[src/rtl/time_digit_pkg.sv]
// Shared constants and types for the time <-> digit-stream formatter/parser pair.
// Latency: n/a (declarations only).
// Backpressure: n/a (declarations only).
//
// Frame layout (acceptance order): HT HU SEP MT MU SEP ST SU SEP DT DU,
// where D is milliseconds / 100. Separator code is SEP_CODE.
package time_digit_pkg;

    localparam logic [3:0] SEP_CODE    = 4'd10;
    localparam int         NUM_SYMBOLS = 11;
    localparam int         IDX_W       = 4;

    localparam logic [IDX_W-1:0] SEP_POS_HM = 4'd2;
    localparam logic [IDX_W-1:0] SEP_POS_MS = 4'd5;
    localparam logic [IDX_W-1:0] SEP_POS_SD = 4'd8;
    localparam logic [IDX_W-1:0] LAST_IDX   = 4'(NUM_SYMBOLS - 1);

    localparam int FIELD_W = 7;
    localparam int MS_W    = 15;

    typedef enum logic {
        COLLECT = 1'b0,
        COMMIT  = 1'b1
    } state_t;

    function automatic logic is_sep_pos(input logic [IDX_W-1:0] idx);
        return (idx == SEP_POS_HM) || (idx == SEP_POS_MS) || (idx == SEP_POS_SD);
    endfunction

    // Maps a digit symbol position onto its staging slot:
    // slots 0..7 = HT HU MT MU ST SU DT DU. Separator positions map to 0
    // but are never written.
    function automatic logic [2:0] digit_slot(input logic [IDX_W-1:0] idx);
        logic [2:0] slot;
        case (idx)
            4'd0:    slot = 3'd0;
            4'd1:    slot = 3'd1;
            4'd3:    slot = 3'd2;
            4'd4:    slot = 3'd3;
            4'd6:    slot = 3'd4;
            4'd7:    slot = 3'd5;
            4'd9:    slot = 3'd6;
            4'd10:   slot = 3'd7;
            default: slot = 3'd0;
        endcase
        return slot;
    endfunction

endpackage

[src/rtl/digit2time_parser_if.sv]
// Digit-stream input and parsed-time output bundle for digit2time_parser.
// Latency: n/a (wiring only).
// Backpressure: digit_valid/digit_ready handshake on the digit stream.
//
// master: digit source side (drives clear/digit_in/digit_valid, sees results).
// slave:  parser side.
interface digit2time_parser_if;
    import time_digit_pkg::*;

    logic               clear;
    logic [3:0]         digit_in;
    logic               digit_valid;
    logic               digit_ready;
    logic [FIELD_W-1:0] hs;
    logic [FIELD_W-1:0] min;
    logic [FIELD_W-1:0] sec;
    logic [MS_W-1:0]    ms;
    logic               out_valid;
    logic               err;
    logic               busy;

    modport master (
        output clear, digit_in, digit_valid,
        input  digit_ready, hs, min, sec, ms, out_valid, err, busy
    );

    modport slave (
        input  clear, digit_in, digit_valid,
        output digit_ready, hs, min, sec, ms, out_valid, err, busy
    );

endinterface

[src/rtl/bcd_pair2bin.sv]
// Converts a BCD tens/units pair to a 7-bit binary value (t*10 + u).
// Latency: combinational.
// Backpressure: none.
//
// Ports: tens, units (4-bit BCD digits, 0-9) in; bin (0-99) out.
module bcd_pair2bin
    import time_digit_pkg::*;
(
    input  logic [3:0]         tens,
    input  logic [3:0]         units,
    output logic [FIELD_W-1:0] bin
);

    logic [FIELD_W-1:0] t_w;
    logic [FIELD_W-1:0] u_w;

    assign t_w = FIELD_W'(tens);
    assign u_w = FIELD_W'(units);

    // t*10 as t*8 + t*2: shift-and-add, no multiplier.
    assign bin = (t_w << 3) + (t_w << 1) + u_w;

endmodule

[src/rtl/digit2time_parser.sv]
// Parses an 11-symbol HH:MM:SS:DD digit stream into binary hs/min/sec/ms.
// Latency: out_valid in the 2nd cycle after the edge accepting the last symbol.
// Backpressure: digit_ready drops for the single COMMIT cycle of each frame.
//
// Ports: clk, reset_n (synchronous, active low); bus (digit2time_parser_if.slave):
//   clear/digit_in/digit_valid in, digit_ready, hs/min/sec/ms, out_valid/err
//   pulses and busy out.
// Optional: define RANGE_CHECK_EN to reject hs > HOUR_MAX, min > 59, sec > 59.
module digit2time_parser #(
    parameter logic [3:0] SEP_CODE = time_digit_pkg::SEP_CODE
`ifdef RANGE_CHECK_EN
    ,
    parameter int unsigned HOUR_MAX = 23
`endif
) (
    input  logic               clk,
    input  logic               reset_n,
    digit2time_parser_if.slave bus
);
    import time_digit_pkg::*;

    state_t             state_q, state_d;
    logic [IDX_W-1:0]   idx_q, idx_d;
    logic [7:0][3:0]    dig_q, dig_d;
    logic [FIELD_W-1:0] hs_q, hs_d;
    logic [FIELD_W-1:0] min_q, min_d;
    logic [FIELD_W-1:0] sec_q, sec_d;
    logic [MS_W-1:0]    ms_q, ms_d;
    logic               out_valid_q, out_valid_d;
    logic               err_q, err_d;

    logic               ready;
    logic               sym_bad;
    logic               range_ok;
    logic [FIELD_W-1:0] hs_bin, min_bin, sec_bin, dd_bin;
    logic [MS_W-1:0]    dd_wide, ms_bin;

    bcd_pair2bin u_hs  (.tens(dig_q[0]), .units(dig_q[1]), .bin(hs_bin));
    bcd_pair2bin u_min (.tens(dig_q[2]), .units(dig_q[3]), .bin(min_bin));
    bcd_pair2bin u_sec (.tens(dig_q[4]), .units(dig_q[5]), .bin(sec_bin));
    bcd_pair2bin u_dd  (.tens(dig_q[6]), .units(dig_q[7]), .bin(dd_bin));

    // D*100 as D*64 + D*32 + D*4.
    assign dd_wide = MS_W'(dd_bin);
    assign ms_bin  = (dd_wide << 6) + (dd_wide << 5) + (dd_wide << 2);

`ifdef RANGE_CHECK_EN
    assign range_ok = (hs_bin <= FIELD_W'(HOUR_MAX)) &&
                      (min_bin <= 7'd59) && (sec_bin <= 7'd59);
`else
    assign range_ok = 1'b1;
`endif

    assign ready = (state_q == COLLECT);

    // Separator slots must carry SEP_CODE; digit slots must carry 0-9.
    // The digit test also rejects SEP_CODE and the unused codes 11-15.
    always_comb begin
        sym_bad = 1'b0;
        if (is_sep_pos(idx_q)) begin
            sym_bad = (bus.digit_in != SEP_CODE);
        end else begin
            sym_bad = (bus.digit_in > 4'd9);
        end
    end

    always_comb begin
        state_d     = state_q;
        idx_d       = idx_q;
        dig_d       = dig_q;
        hs_d        = hs_q;
        min_d       = min_q;
        sec_d       = sec_q;
        ms_d        = ms_q;
        out_valid_d = 1'b0;
        err_d       = 1'b0;

        case (state_q)
            COLLECT: begin
                // clear wins over a same-cycle accept: the symbol is dropped.
                if (bus.clear) begin
                    idx_d = '0;
                    dig_d = '0;
                end else if (bus.digit_valid) begin
                    if (sym_bad) begin
                        err_d = 1'b1;
                        idx_d = '0;
                        dig_d = '0;
                    end else begin
                        if (!is_sep_pos(idx_q)) begin
                            dig_d[digit_slot(idx_q)] = bus.digit_in;
                        end
                        // idx stays at LAST_IDX through COMMIT so busy stays high.
                        if (idx_q == LAST_IDX) begin
                            state_d = COMMIT;
                        end else begin
                            idx_d = idx_q + 4'd1;
                        end
                    end
                end
            end
            COMMIT: begin
                // clear is ignored here; the commit always completes.
                if (range_ok) begin
                    hs_d        = hs_bin;
                    min_d       = min_bin;
                    sec_d       = sec_bin;
                    ms_d        = ms_bin;
                    out_valid_d = 1'b1;
                end else begin
                    err_d = 1'b1;
                end
                idx_d   = '0;
                dig_d   = '0;
                state_d = COLLECT;
            end
            default: begin
                state_d = COLLECT;
                idx_d   = '0;
                dig_d   = '0;
            end
        endcase
    end

    always_ff @(posedge clk) begin
        if (!reset_n) begin
            state_q     <= COLLECT;
            idx_q       <= '0;
            dig_q       <= '0;
            hs_q        <= '0;
            min_q       <= '0;
            sec_q       <= '0;
            ms_q        <= '0;
            out_valid_q <= 1'b0;
            err_q       <= 1'b0;
        end else begin
            state_q     <= state_d;
            idx_q       <= idx_d;
            dig_q       <= dig_d;
            hs_q        <= hs_d;
            min_q       <= min_d;
            sec_q       <= sec_d;
            ms_q        <= ms_d;
            out_valid_q <= out_valid_d;
            err_q       <= err_d;
        end
    end

    assign bus.digit_ready = ready;
    assign bus.hs          = hs_q;
    assign bus.min         = min_q;
    assign bus.sec         = sec_q;
    assign bus.ms          = ms_q;
    assign bus.out_valid   = out_valid_q;
    assign bus.err         = err_q;
    assign bus.busy        = (idx_q != '0) || (state_q == COMMIT);

endmodule

[src/flat_wrapper.sv]
// flat-port wrapper written by rule: the top's interface ports become plain ports
module digit2time_parser_flat import time_digit_pkg::*;
#(
    parameter logic [3:0] SEP_CODE = time_digit_pkg::SEP_CODE

)
  (clk, reset_n, bus_clear, bus_digit_in, bus_digit_valid, bus_digit_ready, bus_hs, bus_min, bus_sec, bus_ms, bus_out_valid, bus_err, bus_busy);
  digit2time_parser_if bus_i ();
  input  logic clk;
  input  logic reset_n;
  input wire logic [$bits(bus_i.clear)-1:0] bus_clear;
  input wire logic [$bits(bus_i.digit_in)-1:0] bus_digit_in;
  input wire logic [$bits(bus_i.digit_valid)-1:0] bus_digit_valid;
  output wire logic [$bits(bus_i.digit_ready)-1:0] bus_digit_ready;
  output wire logic [$bits(bus_i.hs)-1:0] bus_hs;
  output wire logic [$bits(bus_i.min)-1:0] bus_min;
  output wire logic [$bits(bus_i.sec)-1:0] bus_sec;
  output wire logic [$bits(bus_i.ms)-1:0] bus_ms;
  output wire logic [$bits(bus_i.out_valid)-1:0] bus_out_valid;
  output wire logic [$bits(bus_i.err)-1:0] bus_err;
  output wire logic [$bits(bus_i.busy)-1:0] bus_busy;
  assign bus_i.clear = bus_clear;
  assign bus_i.digit_in = bus_digit_in;
  assign bus_i.digit_valid = bus_digit_valid;
  assign bus_digit_ready = bus_i.digit_ready;
  assign bus_hs = bus_i.hs;
  assign bus_min = bus_i.min;
  assign bus_sec = bus_i.sec;
  assign bus_ms = bus_i.ms;
  assign bus_out_valid = bus_i.out_valid;
  assign bus_err = bus_i.err;
  assign bus_busy = bus_i.busy;
  digit2time_parser #(.SEP_CODE(SEP_CODE)) u_core (.clk(clk), .reset_n(reset_n), .bus(bus_i));
endmodule
[config.mk]
export PLATFORM = sky130hd
export DESIGN_NAME = digit2time_parser_flat
export DESIGN_NICKNAME = d
export VERILOG_FILES = /design/src/rtl/time_digit_pkg.sv /design/src/rtl/digit2time_parser_if.sv /design/src/rtl/bcd_pair2bin.sv /design/src/rtl/digit2time_parser.sv /design/src/flat_wrapper.sv
export SDC_FILE = /design/constraint.sdc
export NUM_CORES = 1
export LEC_CHECK = 0
export CAP_MARGIN = 20
export CORE_UTILIZATION = 57
export DETAILED_ROUTE_END_ITERATION = 6
export PLACE_DENSITY = 0.91
export SYNTH_ARGS = -nofsm -noshare
export SYNTH_HDL_FRONTEND = slang
export SYNTH_SLANG_ARGS = --single-unit
[constraint.sdc]
create_clock -name clk -period 3.95 [get_ports clk]
set_clock_uncertainty 0.15 [all_clocks]
set_input_delay 0.79 -clock clk [delete_from_list [all_inputs] [get_ports clk]]
set_output_delay 0.79 -clock clk [all_outputs]
set_load 0.01 [all_outputs]
* After elaboration in Yosys (flattened, before gate mapping)
Memories as Yosys holds them, arrays and structs flattened. A register that Yosys moved wholly into a read port is not among the register bits.
Index checks and enable logic that the tools add are counted.
** Storage, ports and cells
- Flip-flop bits (word level) :: 75
- Input bits :: 8
- Logic and storage cells :: 78
- Memories :: 1
- Output and inout bits :: 40
- ROM bits :: 48
** Memory list
- (name not given) :: words 16, bits a word 3, rd ports 1, clocked after memory_dff 1, write ports 0, line time_digit_pkg.sv:35 : case (idx)
** Cells by class
- Muxes and demuxes :: 31
- Reduce and logical (&&, ||, !) cells :: 7
- Bitwise operators :: 1
- Equal/unequal tests :: 8
- $add $sub $neg :: 11
- $lt $le $gt $ge :: 3
** Operator list (count)
- two-way mux 32 bit :: 4
- one-hot mux 32 bit (2 select lines) :: 1
- bitwise mux 32 bit :: 1
- adder 7 x 4 -> 7 bit :: 4
- adder 7 x 5 -> 7 bit :: 4
- two-way mux 4 bit :: 7
- adder 15 x 9 -> 15 bit :: 1
- two-way mux 3 bit :: 5
- adder 13 x 12 -> 14 bit :: 1
- demux 4 bit (select 3 bit) :: 1
- two-way mux 1 bit :: 9
- == test 4 bit (second input constant) :: 2
- != test 4 x 3 -> 1 bit (second input constant) :: 2
- one-hot mux 4 bit (2 select lines) :: 1
- adder 4 x 1 -> 4 bit (second input constant) :: 1
- == test 4 x 2 -> 1 bit (second input constant) :: 1
- == test 4 x 3 -> 1 bit (second input constant) :: 1
- > comparator 4 bit (second input constant) :: 1
- < comparator 3 x 4 -> 1 bit (second input constant) :: 1
- != test 4 bit (second input constant) :: 1
- one-hot mux 1 bit (2 select lines) :: 2
- AND reduction 2 bit :: 2
- nonzero test 4 bit :: 1
- >= comparator 3 x 1 -> 1 bit (second input constant) :: 1
- other kinds (4) :: 6

* Depth between registers and ports, before layout
- Depth in word-level cells :: 18
- Gate-level depth with buffers :: 15

* Cells and area by module
A second synthesis with hierarchy kept.
** Unflattened totals
- Cell total of the unflattened synthesis :: 487
- Area, all modules :: 4581.9 um2
** Modules (own cells, without submodules)
- digit2time_parser :: instances 1, area each 3661.0 um2, cells each 379, seq. area each 1501.4 um2
- bcd_pair2bin :: instances 4, area each 230.2 um2, cells each 27, seq. area each 0.0 um2

* Worst setup path before layout
No wires, ideal clock.
- Path kind :: register -> register
- Start :: reg u_core.dig_q[24] (netlist bit)
- End :: reg u_core.ms_q[12] (netlist: u_core.bus.ms[12])
- Required time :: 3668 ps
- Slack :: 605 ps
- Arrival :: 3062 ps
- Period minus slack after synthesis :: 3345 ps
- Buffers on the path :: 0
- Library setup time :: 132 ps
- Cell stages (with the launch flop) :: 15
- Cell sequence :: dfxtp_1 -> inv_1 -> fa_1 -> inv_1 -> ha_1 -> a21o_1 -> a21oi_1 -> xnor2_1 -> ha_1 -> nor2_1 -> a21oi_1 -> xnor2_1 -> o2111a_1 -> xnor2_1 -> a21oi_1
** Between the ends
- Word-level cells in the longest chain between the ends :: 4
** RTL lines
- from (decl) :: line digit2time_parser.sv:24 : logic [7:0][3:0] dig_q, dig_d;
- from (signal assigned) :: line digit2time_parser.sv:139 : dig_q <= dig_d;
- adder 7 x 5 -> 7 bit (*) :: line bcd_pair2bin.sv:21 : assign bin = (t_w << 3) + (t_w << 1) + u_w;
- adder 7 x 4 -> 7 bit (*) :: line bcd_pair2bin.sv:21
- adder 13 x 12 -> 14 bit :: line digit2time_parser.sv:45 : assign ms_bin = (dd_wide << 6) + (dd_wide << 5) + (dd_wide << 2);
- adder 15 x 9 -> 15 bit (*) :: line digit2time_parser.sv:45
- to (signal assigned) :: line digit2time_parser.sv:143 : ms_q <= ms_d;
- to (decl) :: line digit2time_parser.sv:28 : logic [MS_W-1:0] ms_q, ms_d;
Every way passes the cells marked *; elsewhere a longest branch is shown, timed or not.
A chain may end at the register's enable or synchronous reset.

* Worst setup path in the final report
- Start :: reg u_core.dig_q[24] (netlist bit)
- End :: reg u_core.ms_q[11] (netlist: u_core.bus.ms[11])
Same word-level chain as after synthesis.

==> reports/metrics.cfg <==
[cells_and_area]
area_growth_pct=17.8
layout.nets=551
drive_gt1_share_pct=7.54
final_area_um2=5020
antenna_cells=0
fillers=536

[global_route]
gr-total-overflow=0
grt_pass1_wl_um=14700
grt_max_degree=56
grt_pass1_vias=3249
track_usage_pct=24.5
antenna_found_initial=0

[setup_path]
path_cells=inv_1, fa_1, inv_1, fa_1, xor2_1, inv_1, fa_1, nor2b_1, o21ai_0, nand2b_1, nand3_1, xor2_1, a211oi_1
timing_worst_setup_path_type=register to register
required_ns=4.07
crit_family=adder cells
end_kind=register
max_stage_delay_ns=0.53
critical_path_arrival_ns=3.79
cp-start-kind=register
path_max_fanout=4
path_buf_inv=3
critical-path-slowest-cell=fa_1

[synthesis]
synth-edff-count=0
ys_types=49
yosys.area_share.simple_pct=14.0
synth_compound_area_share_pct=16.4
synth_top_family_by_area=adder cells
synthCells=446
avgSynthCellArea_um2=9.56
synth-async-reset-ratio_pct=0
yosysWarnings=0
synthAdderAreaFrac_pct=18.5
synth-main-ff-cell=dfxtp_1
synthMuxAreaShare_pct=7.08
synth-xor-area-share_pct=4.90
synth_seq_area_share_pct=35.7
ys_ff_latch=76
syn_area_um2=4260

[drt]
drc=0
via_per_inst=5.74
first_pass_iters=5
wire_per_inst_um=15.2
drt-initial-drc-count=199
drt-total-wl_um=8990
vias=3388
drtAntennaViolNets=0

[power]
power.leakage_nw=2.16
p_per_area_nw_per_um2=311
peakVddDrop_uv=194

[die]
rows=31
die_y_um=88.5
io_pins=48
dieArea_um2=7830
die_x_um=88.5
core_um2=7250
start_util_pct=58.8

[worst_hold_path]
worstHoldPathType=register to register

[place]
post_dp_cell_area_um2=4780
gp_congestion=0.825
dp_hpwl_um=6230
io_buffer_count=45

[clocking]
clk_pin_slew_ns=0.08
root_buffer=clkbuf_8
numCtsBuffers=9
cts.sinks=76
cts.path.max_buffers=2
cts_setup_buffers=0
hold_buffers=0
worstSkewPairLatency_ns=0.36
cts_tree=yes
cts_resized=0
h-tree-depth=3

[sta]
setup_tns_ns=0
min_period_ns=3.67
worst_pin_slew_ns=0.712
fmax_mhz=272
relSlewSlack_pct=52.4
slew_viol_final=0
finalHoldViolCount=0
rsz0062_at_grt=no
post-route-period-util_pct=92.9
setup_viol=0

[flow_run]
cap_violations=0

[status]
status=finished clean

final cells by class:
class	instances	area (um^2)	area share, %
Clock buffer	10	128	2.54
Clock inverter	6	111	2.22
Inverter	17	63.8	1.27
Multi-Input combinational cell	335	2610	51.9
Sequential cell	76	1520	30.3
Tap cell	99	124	2.47
Timing Repair Buffer	47	465	9.27
placed cells by master (no fill, tap or decap), types with 2 or more instances in the layout:
master,n
nor2_1,78
dfxtp_1,75
ha_1,47
clkdlybuf4s50_1,45
a22oi_1,32
mux2i_1,29
xnor2_1,16
inv_1,15
a21oi_1,14
a21o_1,10
fa_1,10
a21boi_2,9
clkbuf_8,9
nand2_1,8
o21ai_0,8
a211oi_1,7
xor2_1,6
nor3b_1,6
nor3_1,6
nand3_1,5
and2_1,5
and3_1,4
nor2b_1,4
nand3b_1,3
bufinv_16,3
o21ai_2,2
or2_2,2
o22ai_1,2
nand2b_1,2
conb_1,2
buf_4,2
flip-flops by register name, indices dropped and copies added, names as in the netlist, named ones only:
name and cells:
u_core.dig_q 32, u_core.bus.ms 13, u_core.bus.hs 7, u_core.bus.min 7
u_core.bus.sec 7, u_core.idx_q 4, u_core.bus.err 1, u_core.bus.out_valid 1
u_core.state_q 1
per-layer routing:
| layer | share of wire (%) | vias up | GRT usage [%] |
|---|---|---|---|
| li1 | - | 1647 | - |
| met1 | 44 | 1629 | 30.1 |
| met2 | 49 | 90 | 41.5 |
| met3 | 4.6 | 22 | 3.92 |
| met4 | 2.4 | 0 | 12.6 |
| met5 | 0 | - | 0 |
where the power goes:
part | internal (mW) | switching (mW) | leakage (nW) | total [mW]
clock | 0.421 | 0.301 | 0.117 | 0.722
combinational | 0.0245 | 0.0442 | 1.43 | 0.0688
sequential | 0.768 | 0.00275 | 0.613 | 0.770
metrics by stage:
step | hold WS (ns) | utilization [%] | total power [mW] | setup WS (ns) | std cells
after floorplan | 0.314 | - | 0.835 | 0.605 | 447
after global placement | 0.303 | 65.9 | 0.853 | 0.463 | 574
after detailed placement | 0.312 | 65.9 | 0.856 | 0.279 | 574
after CTS | 0.325 | 69.2 | 1.56 | 0.227 | 590
after global routing | 0.361 | 69.2 | 1.61 | 0.126 | 590
final | 0.330 | 69.2 | 1.56 | 0.279 | 590
kinds of logic (layout without fill, tap and decap cells):
group           after synthesis  count (layout)
buf+inv                      36              80
xor+xnor                     23              23
flops                        76              76
mux                          30              30
compound gates               95              95
fa+ha+maj                    57              57
simple gates                128             128
other cells                   1               2
synth_stat cells, types with 2 or more instances:
cell type / n / area, um^2
buf_4: 2 / 15.0
clkbuf_1: 16 / 60.1
a21o_1: 10 / 75.1
nor3b_1: 6 / 45.0
xnor2_1: 16 / 140
ha_1: 47 / 588
and2_1: 5 / 31.3
or2_2: 2 / 12.5
fa_1: 10 / 200
a21boi_2: 9 / 101
and3_1: 4 / 25.0
a21oi_1: 15 / 75.1
nand2b_1: 2 / 12.5
a211oi_1: 7 / 52.6
o21ai_0: 8 / 40.0
nand3_1: 5 / 25.0
xor2_1: 6 / 52.6
a22oi_1: 32 / 240
nand2_1: 8 / 30.0
inv_1: 15 / 56.3
nor3_1: 6 / 30.0
o22ai_1: 2 / 12.5
o21ai_2: 2 / 17.5
nor2_1: 78 / 293
nand3b_1: 3 / 22.5
nor2b_1: 4 / 25.0
mux2i_1: 29 / 290
dfxtp_1: 76 / 1520
path summary, 6_finish.rpt:
check	start	to	slack, ns	cells after the start
worst max-delay path	u_core.dig_q[24]	u_core.bus.ms[11]	0.28	13
worst max register to register	u_core.dig_q[24]	u_core.bus.ms[11]	0.28	13
worst min-delay path	u_core.bus.ms[14]	u_core.bus.ms[14]	0.33	2
worst min register to register	u_core.bus.ms[14]	u_core.bus.ms[14]	0.33	2
worst register-to-register path: cells and delay by family, from the launching register on:
family | cells | cell delay [ns]
adder cells (fa/ha/maj) | 3 | 1.45
XOR/XNOR | 2 | 0.53
AND/OR/NAND/NOR | 3 | 0.49
flip-flops | 1 | 0.37
AO/OA/AOI/OAI | 2 | 0.34
buffers and inverters | 3 | 0.26
Note: power is estimated with default switching activity, not from simulation.
==> RTL edit 1: new RTL, same settings <==
`FIELD_W`: 7 -> 14.
--- a/src/rtl/time_digit_pkg.sv
+++ b/src/rtl/time_digit_pkg.sv
@@ -17,3 +17,3 @@
 
-    localparam int FIELD_W = 7;
+    localparam int FIELD_W = 14;
     localparam int MS_W    = 15;
Ports: changed (resized bus_hs, bus_min and bus_sec); port bits go from 48 to 69. No check against the original RTL was run, so the function may have changed too.
==> RTL edit 1 against the unedited design <==
The run now ends with setup timing left; total power decreased by 5.8%; wire length rose by 16%; critical endpoint is now u_core.bus.ms[13]; worst setup slack worse by 0.34 ns; sequential power grew 4.0%; hold slack got worse by 0.0098 ns; synthesized cell count grew 16%; sequential cell count up 3; cell area is 11% higher; synthesized area is 11% higher.
==> RTL edit 1: results <==
<?xml version="1.0" encoding="UTF-8"?>
<metrics>
  <group name="logic_synthesis">
    <metric name="yosys.cell_types.count" unit="">53</metric>
    <metric name="synth_top_cells_by_count" unit="">79 x dfxtp_1, 48 x ha_1, 46 x a21oi_1</metric>
    <metric name="syn_avg_cell_area" unit="µm²">9.148</metric>
  </group>
  <group name="placement">
    <metric name="placed_cells" unit="">656</metric>
    <metric name="postPlaceCellArea" unit="µm²">5273</metric>
    <metric name="routabilityCongestion" unit="">0.8693</metric>
    <metric name="preCtsSetupSlack" unit="ns">-0.2229</metric>
  </group>
  <group name="worst_setup_path">
    <metric name="register_to_register_path_depth" unit="">16</metric>
    <metric name="critical_path.max_stage_delay" unit="ns">0.56</metric>
    <metric name="worst-path-max-fanout" unit="">5</metric>
    <metric name="worstPathArrival" unit="ns">4.17</metric>
    <metric name="r2r_start" unit="">u_core.dig_q[31]</metric>
  </group>
  <group name="timing">
    <metric name="finalWorstSetupSlack" unit="ns">-0.05950</metric>
    <metric name="report.final.setup_viol" unit="">2</metric>
    <metric name="final.setup.tns" unit="ns">-0.09174</metric>
    <metric name="slew_at_the_pin_with_the_worst_max_slew_slack" unit="ns">0.7570</metric>
  </group>
  <group name="power">
    <metric name="netSwitchingFraction" unit="%">26.78</metric>
    <metric name="pwr.group.combinational" unit="µW">83.2</metric>
  </group>
  <group name="floorplanning">
    <metric name="placement_rows" unit="">32</metric>
  </group>
  <group name="final_layout">
    <metric name="nNetsFinal" unit="">640</metric>
    <metric name="multi_input_combinational" unit="">385</metric>
    <metric name="multi_input_area_share" unit="%">52.93</metric>
    <metric name="drive_gt1_share" unit="%">12.15</metric>
    <metric name="buffer_area_share" unit="%">11.14</metric>
    <metric name="num-nonclk-inverters" unit="">29</metric>
    <metric name="layout_sequential_cell_count" unit="">79</metric>
    <metric name="synthToLayoutAreaGrowth" unit="%">18.31</metric>
  </group>
  <group name="detailed_routing">
    <metric name="met2WireLength" unit="µm">5393</metric>
    <metric name="wl_met3" unit="µm">585</metric>
    <metric name="first_iter_violations" unit="">272</metric>
    <metric name="wirelength" unit="µm">10460</metric>
  </group>
  <group name="run_status">
    <metric name="run_status" unit="">finished, violations left</metric>
    <metric name="failed_checks" unit="">setup timing</metric>
  </group>
  <group name="global_route">
    <metric name="grtUsageMet3" unit="%">6.341</metric>
    <metric name="grt_pass1_vias" unit="">3832</metric>
    <metric name="grt_max_degree" unit="">66</metric>
  </group>
  <group name="min_path">
    <metric name="hold_start" unit="">u_core.bus.sec[7]</metric>
  </group>
</metrics>
## RTL edit 1: worst max-delay path by stage
stage	start	endpoint	slack (ns)
2_1_floorplan	u_core.dig_q[24]	u_core.bus.ms[13]	0.01
3_3_place_gp	u_core.dig_q[24]	u_core.bus.ms[12]	-0.03
3_5_place_dp	u_core.dig_q[24]	u_core.bus.ms[12]	-0.22
4_1_cts	u_core.dig_q[31]	u_core.bus.ms[13]	-0.08
5_1_grt	u_core.dig_q[31]	u_core.bus.ms[13]	-0.16
6_report	u_core.dig_q[31]	u_core.bus.ms[13]	-0.06
## RTL edit 1: timing repair
action | CTS | global route
hold buffers | 0 | 0
endpoints found under the setup margin | 4 | 5
buffers inserted | 4 | 2
pin swaps | 15 | 19
gates resized for setup | 16 | 10
## RTL edit 1: cell families after synthesis
kind of cell               synth area share (%)
DFF                                       33.44
muxes                                     6.164
and+or+nand+nor                           14.18
other                                   0.07929
AOI/OAI and AO/OA                         17.62
buffers and inverters                     7.725
xor gates and xnor gates                  2.593
adders and majority gates                 18.20
==> RTL edit 2: new RTL, same settings <==
Without the edit above. One comparison of `idx_q` changes from == to >=.
--- a/src/rtl/digit2time_parser.sv
+++ b/src/rtl/digit2time_parser.sv
@@ -93,3 +93,3 @@
                         // idx stays at LAST_IDX through COMMIT so busy stays high.
-                        if (idx_q == LAST_IDX) begin
+                        if (idx_q >= LAST_IDX) begin
                             state_d = COMMIT;
Check against the original RTL: same outputs for any inputs over 10 cycles, from zero or initial values and one cycle with reset_n low; that may be too few to reach the edited logic, so the function may still have changed.
==> RTL edit 2 against the unedited design <==
Largest power group unchanged; synthesized cell count is 6.3% higher; via count is 10% higher; cell area grew 6.3%; utilization shrank 0.15 points; synthesized area is 6.4% higher; worst setup slack got worse by 0.11 ns; hold slack got worse by 0.0036 ns; sequential cell count is the same; total power is 7.5% lower; wire length is 11% higher; count of clock-buffer cells in the layout is the same.
==> RTL edit 2: results <==
<?xml version="1.0" encoding="UTF-8"?>
<metrics>
  <group name="run_status">
    <metric name="run_status" unit="">completed</metric>
  </group>
  <group name="power">
    <metric name="p_leak" unit="µW">0.002261</metric>
    <metric name="vdd_ir_drop_max" unit="mV">0.1724</metric>
  </group>
  <group name="logic_synthesis">
    <metric name="synthMuxAreaShare" unit="%">5.381</metric>
    <metric name="yosysSeqAreaShare" unit="%">33.55</metric>
    <metric name="synth-compound-area-share" unit="%">20.81</metric>
    <metric name="yosys.cell_types.count" unit="">67</metric>
    <metric name="yosys-top-cells-area" unit="">dfxtp_1 34%, ha_1 13%, nor2_1 6.4%, a22oi_1 5.3%, mux2i_1 5.1%</metric>
    <metric name="yosys.area_share.xor_xnor" unit="%">3.836</metric>
    <metric name="post_synthesis_adder_cell_area_fraction" unit="%">17.38</metric>
    <metric name="synth_top_cells_by_count" unit="">77 x nor2_1, 76 x dfxtp_1, 47 x ha_1</metric>
  </group>
  <group name="detailed_routing">
    <metric name="wl_met3" unit="µm">473</metric>
    <metric name="wl_met1" unit="µm">4352</metric>
    <metric name="wl_per_cell" unit="µm">15.95</metric>
    <metric name="met2WireLength" unit="µm">4972</metric>
    <metric name="first_iter_violations" unit="">254</metric>
  </group>
  <group name="final_layout">
    <metric name="nNetsFinal" unit="">585</metric>
  </group>
  <group name="worst_setup_path">
    <metric name="worstPathArrival" unit="ns">3.91</metric>
    <metric name="register_to_register_path_depth" unit="">15</metric>
  </group>
  <group name="global_route">
    <metric name="use_met2" unit="%">42.30</metric>
    <metric name="globalRouteTotalUtil" unit="%">25.67</metric>
    <metric name="grtUsageMet3" unit="%">4.271</metric>
    <metric name="grtUsageMet1" unit="%">32.98</metric>
    <metric name="grt_first_pass_wirelength" unit="µm">17160</metric>
  </group>
  <group name="placement">
    <metric name="preCtsSetupSlack" unit="ns">-0.01040</metric>
    <metric name="dp_hpwl" unit="µm">6944</metric>
    <metric name="routabilityCongestion" unit="">0.8457</metric>
  </group>
  <group name="clock_network">
    <metric name="insertion_delay" unit="ns">0.35</metric>
  </group>
  <group name="timing">
    <metric name="slew_at_the_pin_with_the_worst_max_slew_slack" unit="ns">0.7413</metric>
  </group>
</metrics>
## RTL edit 2: layout make-up
class / count / area [µm²]
fill: 548 / 2391
multi-input combinational: 357 / 2883
inverter: 19 / 71.32
clock inverter: 6 / 62.56
clock buffer: 10 / 127.6
sequential: 76 / 1524
timing repair buffer: 57 / 540.5
tap: 102 / 127.6
## RTL edit 2: worst paths after layout
path / from / slack (ns) / endpoint
worst max-delay path: u_core.dig_q[24] / 0.17 / u_core.bus.ms[13]
worst min-delay path: u_core.bus.ms[14] / 0.33 / u_core.bus.ms[14]
worst max register to register: u_core.dig_q[24] / 0.17 / u_core.bus.ms[13]
worst min register to register: u_core.bus.ms[14] / 0.33 / u_core.bus.ms[14]
## RTL edit 2: what timing repair did
item | in CTS | in global routing
hold buffers | 0 | 0
pin swaps | 1 | 4
endpoints found under the setup margin | 1 | 2
resized for setup | 0 | 10
buffers inserted | 1 | 2
## RTL edit 2: report_power, final
group / switching, µW / internal [µW] / total [µW]
Clock: 295 / 292 / 587
Combinational: 56.3 / 30.2 / 86.6
Sequential: 2.94 / 768 / 770
Total: 354 / 1090 / 1440
## RTL edit 2: through the flow
step	hold WS (ns)	utilization, %	area [µm²]	TNS [ns]	cells
floorplan	0.3147	-	4538	0	475
global placement	0.3095	65.75	5081	0	608
detailed placement	0.3133	65.75	5081	-0.01040	608
CTS	0.3254	68.31	5279	0	625
global route	0.3567	69.06	5336	-0.05635	627
finish	0.3264	69.06	5336	0	627
## RTL edit 2: worst register-to-register path, delay by kind of cell, from the launching register on
family,cells,cell delay (ns)
fa+ha+maj,3,1.21
compound gates,5,0.81
simple gates,3,0.71
flops,1,0.35
buf+inv,3,0.29
xor+xnor,1,0.20
